**src/rtl/cpu_pkg.sv**
```systemverilog
// Shared CPU definitions: opcode constants, fetch FSM state type and default widths.
package cpu_pkg;

    localparam int DATA_WIDTH_DEF        = 11;
    localparam int INSTRUCTION_WIDTH_DEF = 15;
    localparam int OPCODE_WIDTH          = INSTRUCTION_WIDTH_DEF - DATA_WIDTH_DEF + 1;

    localparam logic [OPCODE_WIDTH-1:0] OP_HLT = 5'b00000;
    localparam logic [OPCODE_WIDTH-1:0] OP_LDA = 5'b00001;
    localparam logic [OPCODE_WIDTH-1:0] OP_STA = 5'b00010;
    localparam logic [OPCODE_WIDTH-1:0] OP_ADD = 5'b00011;
    localparam logic [OPCODE_WIDTH-1:0] OP_SUB = 5'b00100;
    localparam logic [OPCODE_WIDTH-1:0] OP_JMP = 5'b00101;

    typedef enum logic [1:0] {
        ST_IDLE,
        ST_WAIT,
        ST_HALT
    } fetch_state_t;

endpackage

```
**src/rtl/program_counter.sv**
```systemverilog
// Program counter register: loads the branch target or increments (wrapping) on load.
module program_counter
    import cpu_pkg::*;
#(
    parameter int DATA_WIDTH = DATA_WIDTH_DEF
) (
    input  logic                  clock,
    input  logic                  reset,
    input  logic                  load,
    input  logic                  branch,
    input  logic [DATA_WIDTH-1:0] target,
    output logic [DATA_WIDTH-1:0] pc
);

    always_ff @(posedge clock) begin
        if (reset) begin
            pc <= '0;
        end else if (load) begin
            pc <= branch ? target : pc + DATA_WIDTH'(1);
        end
    end

endmodule

```
**src/rtl/fetch_unit.sv**
```systemverilog
// Instruction fetch unit: IDLE/WAIT/HALT FSM, instruction register and PC control.
// Optional feature: define FETCH_TIMEOUT_EN to abandon fetches after TIMEOUT_CYCLES without imem_ack.
module fetch_unit
    import cpu_pkg::*;
#(
    parameter int DATA_WIDTH        = DATA_WIDTH_DEF,
    parameter int INSTRUCTION_WIDTH = INSTRUCTION_WIDTH_DEF,
    parameter int TIMEOUT_CYCLES    = 16
) (
    input  logic                                   clock,
    input  logic                                   reset,
    input  logic                                   fetch_req,
    input  logic                                   pc_wr,
    input  logic                                   branch,
    output logic                                   imem_req,
    output logic [DATA_WIDTH-1:0]                  imem_addr,
    input  logic                                   imem_ack,
    input  logic [INSTRUCTION_WIDTH:0]             imem_data,
    output logic [INSTRUCTION_WIDTH-DATA_WIDTH:0]  op_code,
    output logic [DATA_WIDTH-1:0]                  operand,
    output logic                                   ir_valid,
    output logic                                   fetch_done,
    output logic                                   halted,
    output logic                                   fetch_error
);

    localparam int OPW = INSTRUCTION_WIDTH - DATA_WIDTH + 1;

    fetch_state_t               state;
    logic [INSTRUCTION_WIDTH:0] ir;
    logic [DATA_WIDTH-1:0]      pc;
    logic                       pc_load;

    assign op_code   = ir[INSTRUCTION_WIDTH:DATA_WIDTH];
    assign operand   = ir[DATA_WIDTH-1:0];
    assign imem_addr = pc;
    // PC moves only between fetches, so an in-flight fetch always sees a stable address.
    assign pc_load   = pc_wr && (state == ST_IDLE);

    program_counter #(
        .DATA_WIDTH(DATA_WIDTH)
    ) u_pc (
        .clock (clock),
        .reset (reset),
        .load  (pc_load),
        .branch(branch),
        .target(operand),
        .pc    (pc)
    );

`ifdef FETCH_TIMEOUT_EN
    localparam int TMO_W = $clog2(TIMEOUT_CYCLES + 1);
    logic [TMO_W-1:0] tmo_cnt;
    logic             fetch_error_r;
    assign fetch_error = fetch_error_r;
`else
    // No timeout hardware: the flag can never be raised.
    assign fetch_error = (TIMEOUT_CYCLES < 0);
`endif

    always_ff @(posedge clock) begin
        if (reset) begin
            state      <= ST_IDLE;
            ir         <= '0;
            ir_valid   <= 1'b0;
            imem_req   <= 1'b0;
            fetch_done <= 1'b0;
            halted     <= 1'b0;
`ifdef FETCH_TIMEOUT_EN
            tmo_cnt       <= '0;
            fetch_error_r <= 1'b0;
`endif
        end else begin
            fetch_done <= 1'b0;
            case (state)
                ST_IDLE: begin
                    if (fetch_req) begin
                        state    <= ST_WAIT;
                        imem_req <= 1'b1;
`ifdef FETCH_TIMEOUT_EN
                        tmo_cnt  <= '0;
`endif
                    end
                end
                ST_WAIT: begin
                    if (imem_ack) begin
                        ir         <= imem_data;
                        ir_valid   <= 1'b1;
                        fetch_done <= 1'b1;
                        imem_req   <= 1'b0;
                        if (imem_data[INSTRUCTION_WIDTH:DATA_WIDTH] == OPW'(OP_HLT)) begin
                            state  <= ST_HALT;
                            halted <= 1'b1;
                        end else begin
                            state  <= ST_IDLE;
                        end
                    end
`ifdef FETCH_TIMEOUT_EN
                    else if (tmo_cnt == TMO_W'(TIMEOUT_CYCLES - 1)) begin
                        fetch_error_r <= 1'b1;
                        imem_req      <= 1'b0;
                        state         <= ST_IDLE;
                    end else begin
                        tmo_cnt <= tmo_cnt + TMO_W'(1);
                    end
`endif
                end
                ST_HALT: state <= ST_HALT;
                default: state <= ST_IDLE;
            endcase
        end
    end

endmodule

```
**config.mk**
```make
export PLATFORM = sky130hd
export DESIGN_NAME = fetch_unit
export DESIGN_NICKNAME = d
export VERILOG_FILES = /design/src/rtl/cpu_pkg.sv /design/src/rtl/program_counter.sv /design/src/rtl/fetch_unit.sv
export SDC_FILE = /design/constraint.sdc
export NUM_CORES = 1
export LEC_CHECK = 0
export ABC_AREA = 1
export CORE_UTILIZATION = 48
export CTS_CLUSTER_DIAMETER = 50
export CTS_CLUSTER_SIZE = 14
export DETAILED_ROUTE_END_ITERATION = 8
export PLACE_DENSITY = 0.81
export SYNTH_ARGS = -nofsm -noshare
export SYNTH_HDL_FRONTEND = slang
export SYNTH_HIERARCHICAL = 1
export SYNTH_SLANG_ARGS = --single-unit
```
**constraint.sdc**
```tcl
create_clock -name clock -period 2.06 [get_ports clock]
set_input_delay 0.412 -clock clock [delete_from_list [all_inputs] [get_ports clock]]
set_output_delay 0.412 -clock clock [all_outputs]
set_load 0.01 [all_outputs]
```
==> impl_results.md, run 1 <==
- Fin crit share: 86.8%
- Cells after DPL: 304
- Core area: 3030 µm²
- Cell accounting for the most synthesized area: dfxtp_1
- Buf/Inv on CP: 1
- Clock sink total: 33
- Final setup violation count: 0
- Worst reg2reg path depth: 7
- Hold_sp: ir_valid$_SDFFE_PP0P_
- Global-route wire length before repair: 5.89 mm
- Clk Latency, worst-skew pair: 0.34 ns
- CTS tree: yes
- Leak: 0.877 nW
- Worst setup EP type: primary output
- Max_cap viols: 0
- Status: finished clean
- CP required: 1.65 ns
- Fmax: 559 MHz
- CP top delay family: buffers and inverters
- Iter 0 DRT Violations: 77
- Worst hold margin: 0.474 ns
- DRC: 0
- Vias in the first global route: 1,367
- CP startpoint kind: flop
- Peak VDD IR: 0.616 mV
- Synth warnings: 6
- CTS max path bufs: 2
- Post-CTS Hold Buffers: 0
- Yosys cell types: 28
- Crit-path slowest cell: clkdlybuf4s50_1
- Crit-path cells: clkdlybuf4s50_1
- Commonest non-fill, non-tap cell in the layout: clkdlybuf4s50_1
- CTS clk-pin slew, worst paths: 0.11 ns
- Synth-to-Final Area Change: 40.1%
- R2R Path Start: state[1]$_SDFFE_PP0P_
- IO Port Bufs: 52
- Slew @ Worst Pin: 0.527 ns
- Gr usage total: 22.8%
- Final worst slack: 0.272 ns
- Antenna Cells: 0
- Final hold vios: 0
- GP Congestion: 0.870
- RSZ-0062 raised after global routing: no
- Post-Layout Cell Count: 312
- Setup TNS: 0 ns
- Initial Util: 50.5%
- Root buffer cell: clkbuf_4
- Die Y: 58.4 µm
- Wire length per cell: 11.7 µm
- Tightest Hold Check Type: flop to flop
- Dpl ws: 0.365 ns
- IO Pins: 54
- Sequential area share after synthesis: 43.2%
- CP Max Fanout: 6
- Multi-input logic area: 734 µm²
- Pins Over Slew Limit: 0
- Setup repair bufs after CTS: 0
- DR vias/cell: 5.01
- Worst Hold Endpoint: ir_valid$_SDFFE_PP0P_
- Initial antenna violation count: 0
- Period minus WS final: 1.79 ns
- Number of CTS-inserted buffers: 5
- CP max stage delay: 0.58 ns
- Largest net degree at the start of global routing: 21
- Clk_skew: 0.0105 ns
- Die width: 58.4 µm
- # H-tree levels: 2
- Post-synthesis cell area: 1530 µm²
- FF-to-FF End: u_pc/pc[2]$_SDFFE_PP0P_
- Syn nets: 235
- Commonest non-fill, non-tap cells in the layout: 52 x clkdlybuf4s50_1, 49 x nor2_1, 33 x dfxtp_1
- Fill cells: 249
- Synthesized flop and latch total: 33
- Row Count: 20
- Antenna viol nets, final: 0
- Synthesized instance count: 212
- CP Class: flop to primary output
- Routed Wire Length: 3.66 mm
- Synth top area share: 43.2%
- Via count: 1,563
- Drt pass-1 iters: 4
- Cell Pwr Density: 677 nW/µm²
- Mean Syn Cell Area: 7.21 µm²
- Top post-synthesis cells by area: dfxtp_1 43%, nor2_1 12%, nand2_1 7.9%
- Gates resized, CTS repair: 0
- Placed wire-length estimate: 2.65 mm
- Share of cells above drive strength 1: 11.6%
- R2r setup slk: 0.71 ns
- GRT overflow: 0
- Worst path arrival time: 1.38 ns
- Die ar.: 3420 µm²
- Relative slew slack: 64.8%
- Nets: 290
- Sequential Area: 661 µm²
- Hold Path Stages: 2
## power breakdown
group,total [mW],internal [mW],leakage (nW),switching [mW]
logic,0.299,0.157,0.565,0.142
registers,0.725,0.683,0.270,0.0424
clock network,0.427,0.198,0.0413,0.229
total,1.45,1.04,0.877,0.413
## Yosys cell counts
cell      number
a211oi_1       1
a21oi_1       15
a21oi_2        1
a221oi_1       2
a31oi_1        1
buf_2          2
buf_4          2
buf_6          3
clkbuf_1       1
conb_1         1
dfxtp_1       33
ha_1           1
inv_1         14
inv_2          5
nand2_1       32
nand2_2        3
nand3_1       10
nand3_2        3
nand4_1        1
nor2_1        49
nor2_2         1
nor2_4         3
o211ai_1       1
o21ai_0       12
o21ai_1       11
o21ai_2        2
o21bai_1       1
or2_2          1
## worst max path at each step
| stage | startpoint | endpoint | depth (start not counted) |
|---|---|---|---|
| floorplan | state[0]$_SDFFE_PP0P_ | u_pc/pc[0]$_SDFFE_PP0P_ | 6 |
| global placement | imem_ack | halted$_SDFFE_PP0P_ | 5 |
| detailed placement | imem_ack | halted$_SDFFE_PP0P_ | 5 |
| CTS | u_pc/pc[2]$_SDFFE_PP0P_ | imem_addr[2] | 1 |
| global route | u_pc/pc[2]$_SDFFE_PP0P_ | imem_addr[2] | 1 |
| finish | u_pc/pc[2]$_SDFFE_PP0P_ | imem_addr[2] | 1 |
## state kept, by name, indices dropped and copies added (netlist names)
signal,cells
fetch_done,1
halted,1
imem_req,1
ir,16
ir_valid,1
state,2
u_pc/pc,11
## cells by family (layout without fill, tap and decap cells)
logic type | Yosys count | in the layout | share of synthesized area (%)
other | 1 | 1 | 0.245
flip-flops | 33 | 33 | 43.2
buffers and inverters | 27 | 83 | 8.76
adder cells (fa/ha/maj) | 1 | 1 | 0.818
AO/OA/AOI/OAI | 47 | 47 | 17.2
AND/OR/NAND/NOR | 103 | 103 | 29.8
## cell type report
class | instances | area share (%)
timing repair buffer | 56 | 25.7
inverter | 19 | 3.33
sequential | 33 | 30.8
tap | 44 | 2.57
clock inverter | 1 | 0.234
multi-input combinational | 152 | 34.3
clock buffer | 7 | 3.04
## through the flow
step | cell area (µm²) | power, mW | utilization, %
finish | 2140 | 1.45 | 70.7
global route | 2140 | 1.51 | 70.7
CTS | 2140 | 1.46 | 70.7
detailed placement | 2070 | 1.04 | 68.4
global placement | 2070 | 1.03 | 68.4
floorplan | 1530 | 0.887 | -
## metal layers
metal	global-route usage, %	part of all wire (%)	vias to the layer above
met3	5.27	6.7	5
met4	9.52	1.1	0
met1	28.6	45	704
met2	37.8	47	57
met5	0	0	-
li1	-	-	797
Power figures use the tool's default switching activity.
==> run 2, diff against run 1 <==
--- a/config.mk
+++ b/config.mk
@@ -15,3 +15,4 @@
 export SYNTH_HDL_FRONTEND = slang
 export SYNTH_HIERARCHICAL = 1
 export SYNTH_SLANG_ARGS = --single-unit
+export TNS_END_PERCENT = 50
==> results of run 2 <==
No change in the layout: final DEF, timing and power equal those of run 1.
==> run 3, diff against run 2 <==
--- a/config.mk
+++ b/config.mk
@@ -11,6 +11,7 @@
 export CTS_CLUSTER_SIZE = 14
 export DETAILED_ROUTE_END_ITERATION = 8
 export PLACE_DENSITY = 0.81
+export SETUP_SLACK_MARGIN = 0.5
 export SYNTH_ARGS = -nofsm -noshare
 export SYNTH_HDL_FRONTEND = slang
 export SYNTH_HIERARCHICAL = 1
==> impl_results.md, run 3 (same netlist as run 1, synthesis figures left out) <==
- Status: finished clean
- GP Congestion: 0.870 (unchanged)
- Number of CTS-inserted buffers: 5 (unchanged)
- Antenna viol nets, final: 0 (unchanged)
- DR vias/cell: 5.04 (+0.70%)
- Drt pass-1 iters: 4 (unchanged)
- Initial Util: 50.5% (unchanged)
- Hold_sp: imem_req$_SDFFE_PP0P_
- Worst Hold Endpoint: imem_req$_SDFFE_PP0P_
- Synth-to-Final Area Change: 41.7%
- Sw Share: 28.5% (+0.045 points)
- Clock Power Share: 29.5% (about the same)
- Initial antenna violation count: 0 (unchanged)
- Global-route wire length before repair: 5.92 mm (+0.59%)
- Peak VDD IR: 0.613 mV (-0.49%)
- Clock sink total: 33 (unchanged)
- Reg power frac: 50.7% (+0.7 points)
- DRC: 0 (unchanged)
- Gr usage total: 22.9% (+0.14 points)
- Worst path arrival time: 1.25 ns (-0.13 ns)
- Root buffer cell: clkbuf_4
- Leak: 1.08 nW (+23%)
- CP top delay family: buffers and inverters
- Final design utilization: 71.5% (+0.79 points)
- Clk Latency, worst-skew pair: 0.34 ns (about the same)
- Commonest non-fill, non-tap cells in the layout: 49 x nor2_1, 32 x nand2_1, 30 x clkdlybuf4s50_1
- Worst setup EP type: primary output
- Largest net degree at the start of global routing: 21 (unchanged)
- Finished Cell Area: 2170 µm² (+1.1%)
- Buf/Inv on CP: 1 (unchanged)
- Setup repair bufs after CTS: 0 (unchanged)
- Via count: 1,574 (+0.70%)
- CTS tree: yes
- Die ar.: 3420 µm² (unchanged)
- RSZ-0062 raised after global routing: yes
- CP Max Fanout: 3 (-3)
- Die width: 58.4 µm (unchanged)
- Vias in the first global route: 1,391 (+1.8%)
- Setup TNS: 0 ns (unchanged)
- Tightest Hold Check Type: flop to flop
- Placed cell area: 2070 µm² (unchanged)
- Wire length per cell: 11.8 µm (+0.96%)
- Post-Layout Cell Count: 312 (unchanged)
- Iter 0 DRT Violations: 94 (+22%)
- Row Count: 20 (unchanged)
- Fin crit share: 80.5% (-6.3 points)
- Internal power: 1.02 mW (-1.4%)
- CP Class: flop to primary output
- Fmax: 603 MHz (+7.9%)
- CP startpoint kind: flop
- IO Port Bufs: 52 (unchanged)
- GRT overflow: 0 (unchanged)
- Die Y: 58.4 µm (unchanged)
- Core area: 3030 µm² (unchanged)
- Slew @ Worst Pin: 0.551 ns (+0.0245 ns)
- Cell Pwr Density: 661 nW/µm² (-2.4%)
- Final worst slack: 0.402 ns (+0.130 ns)
- R2R Path Start: state[1]$_SDFFE_PP0P_
- CP required: 1.65 ns (about the same)
- Commonest non-fill, non-tap cell in the layout: nor2_1
- CTS max path bufs: 2 (unchanged)
- Routed Wire Length: 3.69 mm (+0.96%)
- Max_cap viols: 0 (unchanged)
- Clk_skew: 0.00854 ns (-0.00197 ns)
- CP max stage delay: 0.55 ns (-0.03 ns)
- Cells after DPL: 304 (unchanged)
- Sw power: 0.409 mW (-1.1%)
- FF-to-FF End: u_pc/pc[2]$_SDFFE_PP0P_
- Largest regs: ir x16, u_pc/pc x11, state x2
- Hold Path Stages: 2 (unchanged)
- Largest reg by FF count: ir
- Dpl ws: 0.365 ns (unchanged)
- Antenna Cells: 0 (unchanged)
- Relative slew slack: 63.2% (-1.6 points)
- Crit-path cells: clkdlybuf4s50_1
- Share of cells above drive strength 1: 15.7% (+4.1 points)
- R2r setup slk: 0.69 ns (-0.02 ns)
- Placed wire-length estimate: 2.65 mm (unchanged)
- Final setup violation count: 0 (unchanged)
- Worst reg2reg path depth: 7 (unchanged)
- IO Pins: 54 (unchanged)
- Final hold vios: 0 (unchanged)
- Nets: 290 (unchanged)
- Crit-path slowest cell: clkdlybuf4s50_1
- Period minus WS final: 1.66 ns (-0.130 ns)
- CTS clk-pin slew, worst paths: 0.10 ns (about the same)
- Pins Over Slew Limit: 0 (unchanged)
- # H-tree levels: 2 (unchanged)
- Comb power frac: 19.8% (-0.8 points)
- Max reg flops: 16 (unchanged)
run 3: metrics by stage:
step / hold WS [ns] / total power, mW
after floorplan: 0.469 / 0.887
after global placement: 0.455 / 1.03
after detailed placement: 0.458 / 1.04
after CTS: 0.477 / 1.44
after global routing: 0.497 / 1.50
final: 0.473 / 1.43
run 3: worst max-delay path by stage:
stage / from / endpoint / slack [ns] / depth (start not counted)
floorplan: state[0]$_SDFFE_PP0P_ / u_pc/pc[0]$_SDFFE_PP0P_ / 0.75 / 6
global placement: imem_ack / halted$_SDFFE_PP0P_ / 0.38 / 5
detailed placement: imem_ack / halted$_SDFFE_PP0P_ / 0.36 / 5
CTS: u_pc/pc[2]$_SDFFE_PP0P_ / imem_addr[2] / 0.36 / 1
global route: ir[11]$_SDFFE_PP0P_ / op_code[0] / 0.35 / 1
finish: ir[3]$_SDFFE_PP0P_ / operand[3] / 0.40 / 1
run 3: cell type report:
class	instances	area [µm²]
Clock inverter	1	5.00
Sequential cell	33	682
Timing Repair Buffer	56	553
Tap cell	44	55.1
Inverter	19	71.3
Fill cell	250	862
Clock buffer	7	65.1
Multi-Input combinational cell	152	734
run 3: power by group through the flow:
stage               sequential [mW]  combinational (mW)  clock, mW
CTS                           0.727               0.286      0.432
finish                        0.726               0.284      0.422
global route                  0.734               0.312      0.452
detailed placement            0.739               0.298          0
floorplan                     0.751               0.135          0
global placement              0.740               0.293          0
run 3: worst min-delay path, stage by stage, from the launching register on:
cell     delay (ns)
dfxtp_1        0.32
nand2_1        0.06
a21oi_1        0.05
run 3: per-layer routing:
layer,GRT usage [%],wire length (µm),up-vias
met1,28.5,1670,710
met3,5.27,234,5
met4,10.9,41,0
met5,0,0,-
li1,-,-,798
met2,37.8,1750,61
run 3: repair_timing:
action                                  in CTS  in global routing
hold buffers                                 0                  0
resized for setup                           28                  8
endpoints found under the setup margin      31                 17
==> RTL change, RTL diff (flow settings as in run 2) <==
Encoding of `fetch_state_t`: now one-hot (3 bits for 3 states).
--- a/src/rtl/cpu_pkg.sv
+++ b/src/rtl/cpu_pkg.sv
@@ -12,10 +12,10 @@
     localparam logic [OPCODE_WIDTH-1:0] OP_SUB = 5'b00100;
     localparam logic [OPCODE_WIDTH-1:0] OP_JMP = 5'b00101;
 
-    typedef enum logic [1:0] {
-        ST_IDLE,
-        ST_WAIT,
-        ST_HALT
+    typedef enum logic [2:0] {
+        ST_IDLE = 3'b001,
+        ST_WAIT = 3'b010,
+        ST_HALT = 3'b100
     } fetch_state_t;
 
 endpackage
Function: same outputs for any inputs over 10 cycles, from zero or initial values and one cycle with reset high; not proved beyond that.
==> RTL change against run 2 <==
  * Cell area rose by 4.4%
  * Synthesized area rose by 6.5%
  * Total power shrank 3.5%
  * Global-route usage decreased by 0.76 points
  * Setup slack better by 0.0041 ns
  * First-iteration DRC count increased by 57%
  * Wire length grew 4.8%
  * Register-to-register slack worse by 0.34 ns
  * Sequential cell count rose by 1
  * Largest cell class unchanged
  * Largest power group unchanged
==> RTL change: results (changes against run 2) <==
non-filler cells in the finished layout 330 (was 312); total track usage 22.0% (was 22.8%); synth warn 6 (unchanged); met1 usage 27.8% (was 28.6%); Fillers 279 (was 249); routed via count 1645 (was 1563); P_sw 0.404 mW (was 0.413 mW); ys async rst share 0% (unchanged); dpl ws 0.110 ns (was 0.365 ns); drt pass-1 iters 5 (was 4); GR Layer Usage met2 33.6% (was 37.8%); Synth Net Count 252 (was 235); Top Registers ir: 16 flops, u_pc/pc: 11 flops, state: 3 flops (was ir: 16 flops, u_pc/pc: 11 flops, state: 2 flops); Worst EP arrival 1.37 ns; top cells by area, synth dfxtp_1 (42%), nor2_1 (12%), nand2_1 (9.0%) (was dfxtp_1 (43%), nor2_1 (12%), nand2_1 (7.9%)); worst ir drop on vdd 0.460 mV (was 0.616 mV); Yosys cell types 32 (was 28); H-tree Lvls 2 (unchanged); largest net degree at the start of global routing 19 (was 21); layout cells sized above 1 10.5% (was 11.6%); final HPWL from detailed placement 2.79 mm (was 2.65 mm); global-route wire length before repair 5.84 mm (was 5.89 mm); status complete, no violations (unchanged); Total Nets Final 308 (was 290); vias in the first global route 1291 (was 1367); commonest cells in the netlist nor2_1 (52), nand2_1 (39), dfxtp_1 (34) (was nor2_1 (49), dfxtp_1 (33), nand2_1 (32)); Worst path max stage delay 0.58 ns (about the same); leakage dissipation 0.900 nW (was 0.877 nW); clk_skew 0.00576 ns (was 0.0105 ns); I/O Buffers 52 (unchanged); gpl congestion 0.861 (was 0.870); placed cells 322 (was 304); DRT iter0 DRCs 121 (was 77); Slew @ Worst Pin 0.507 ns (was 0.527 ns); grt met3 use 9.31% (was 5.27%)
RTL change: cells by family after synthesis:
family | after synthesis | share of synthesized area (%)
and+or+nand+nor | 118 | 32.9
AOI/OAI and AO/OA | 45 | 15.5
DFF | 34 | 41.8
buffers and inverters | 30 | 8.83
adders and majority gates | 1 | 0.768
other | 1 | 0.230
RTL change: cell type report:
cell class | count | area [um^2] | share of cell area [%]
multi-input cells | 165 | 805 | 36.0
flip-flops and latches | 34 | 681 | 30.4
repair buffers | 56 | 551 | 24.6
inverters | 23 | 86.3 | 3.86
clock buffers | 7 | 55.1 | 2.46
well taps | 44 | 55.1 | 2.46
clock inverters | 1 | 5.00 | 0.224
RTL change: final timing paths:
path | start | to | slack, ns | cells after the start
worst min-delay path | ir_valid$_SDFFE_PP0P_ | ir_valid$_SDFFE_PP0P_ | 0.46 | 2
worst max-delay path | u_pc/pc[2]$_SDFFE_PP0P_ | imem_addr[2] | 0.28 | 1
worst max register to register | state[2]$_SDFFE_PP0P_ | u_pc/pc[3]$_SDFFE_PP0P_ | 0.37 | 7
worst min register to register | ir_valid$_SDFFE_PP0P_ | ir_valid$_SDFFE_PP0P_ | 0.46 | 2
RTL change: power groups by stage:
stage / registers (mW) / clock network (mW) / logic (mW)
2_1_floorplan: 0.749 / 0 / 0.139
3_3_place_gp: 0.743 / 0 / 0.268
3_5_place_dp: 0.742 / 0 / 0.273
4_1_cts: 0.728 / 0.403 / 0.274
5_1_grt: 0.733 / 0.433 / 0.302
6_report: 0.728 / 0.398 / 0.274
RTL change: routing by layer:
metal / vias to the layer above / wire, um
met4: 0 / 48
met1: 739 / 1720
met5: - / 0
li1: 853 / -
met2: 47 / 1770
met3: 6 / 290
RTL change: stage by stage:
stage	area (um^2)	utilization, %
3_3_place_gp	2180	69.6
6_report	2240	71.5
5_1_grt	2240	71.5
4_1_cts	2240	71.5
2_1_floorplan	1630	-
3_5_place_dp	2180	69.6
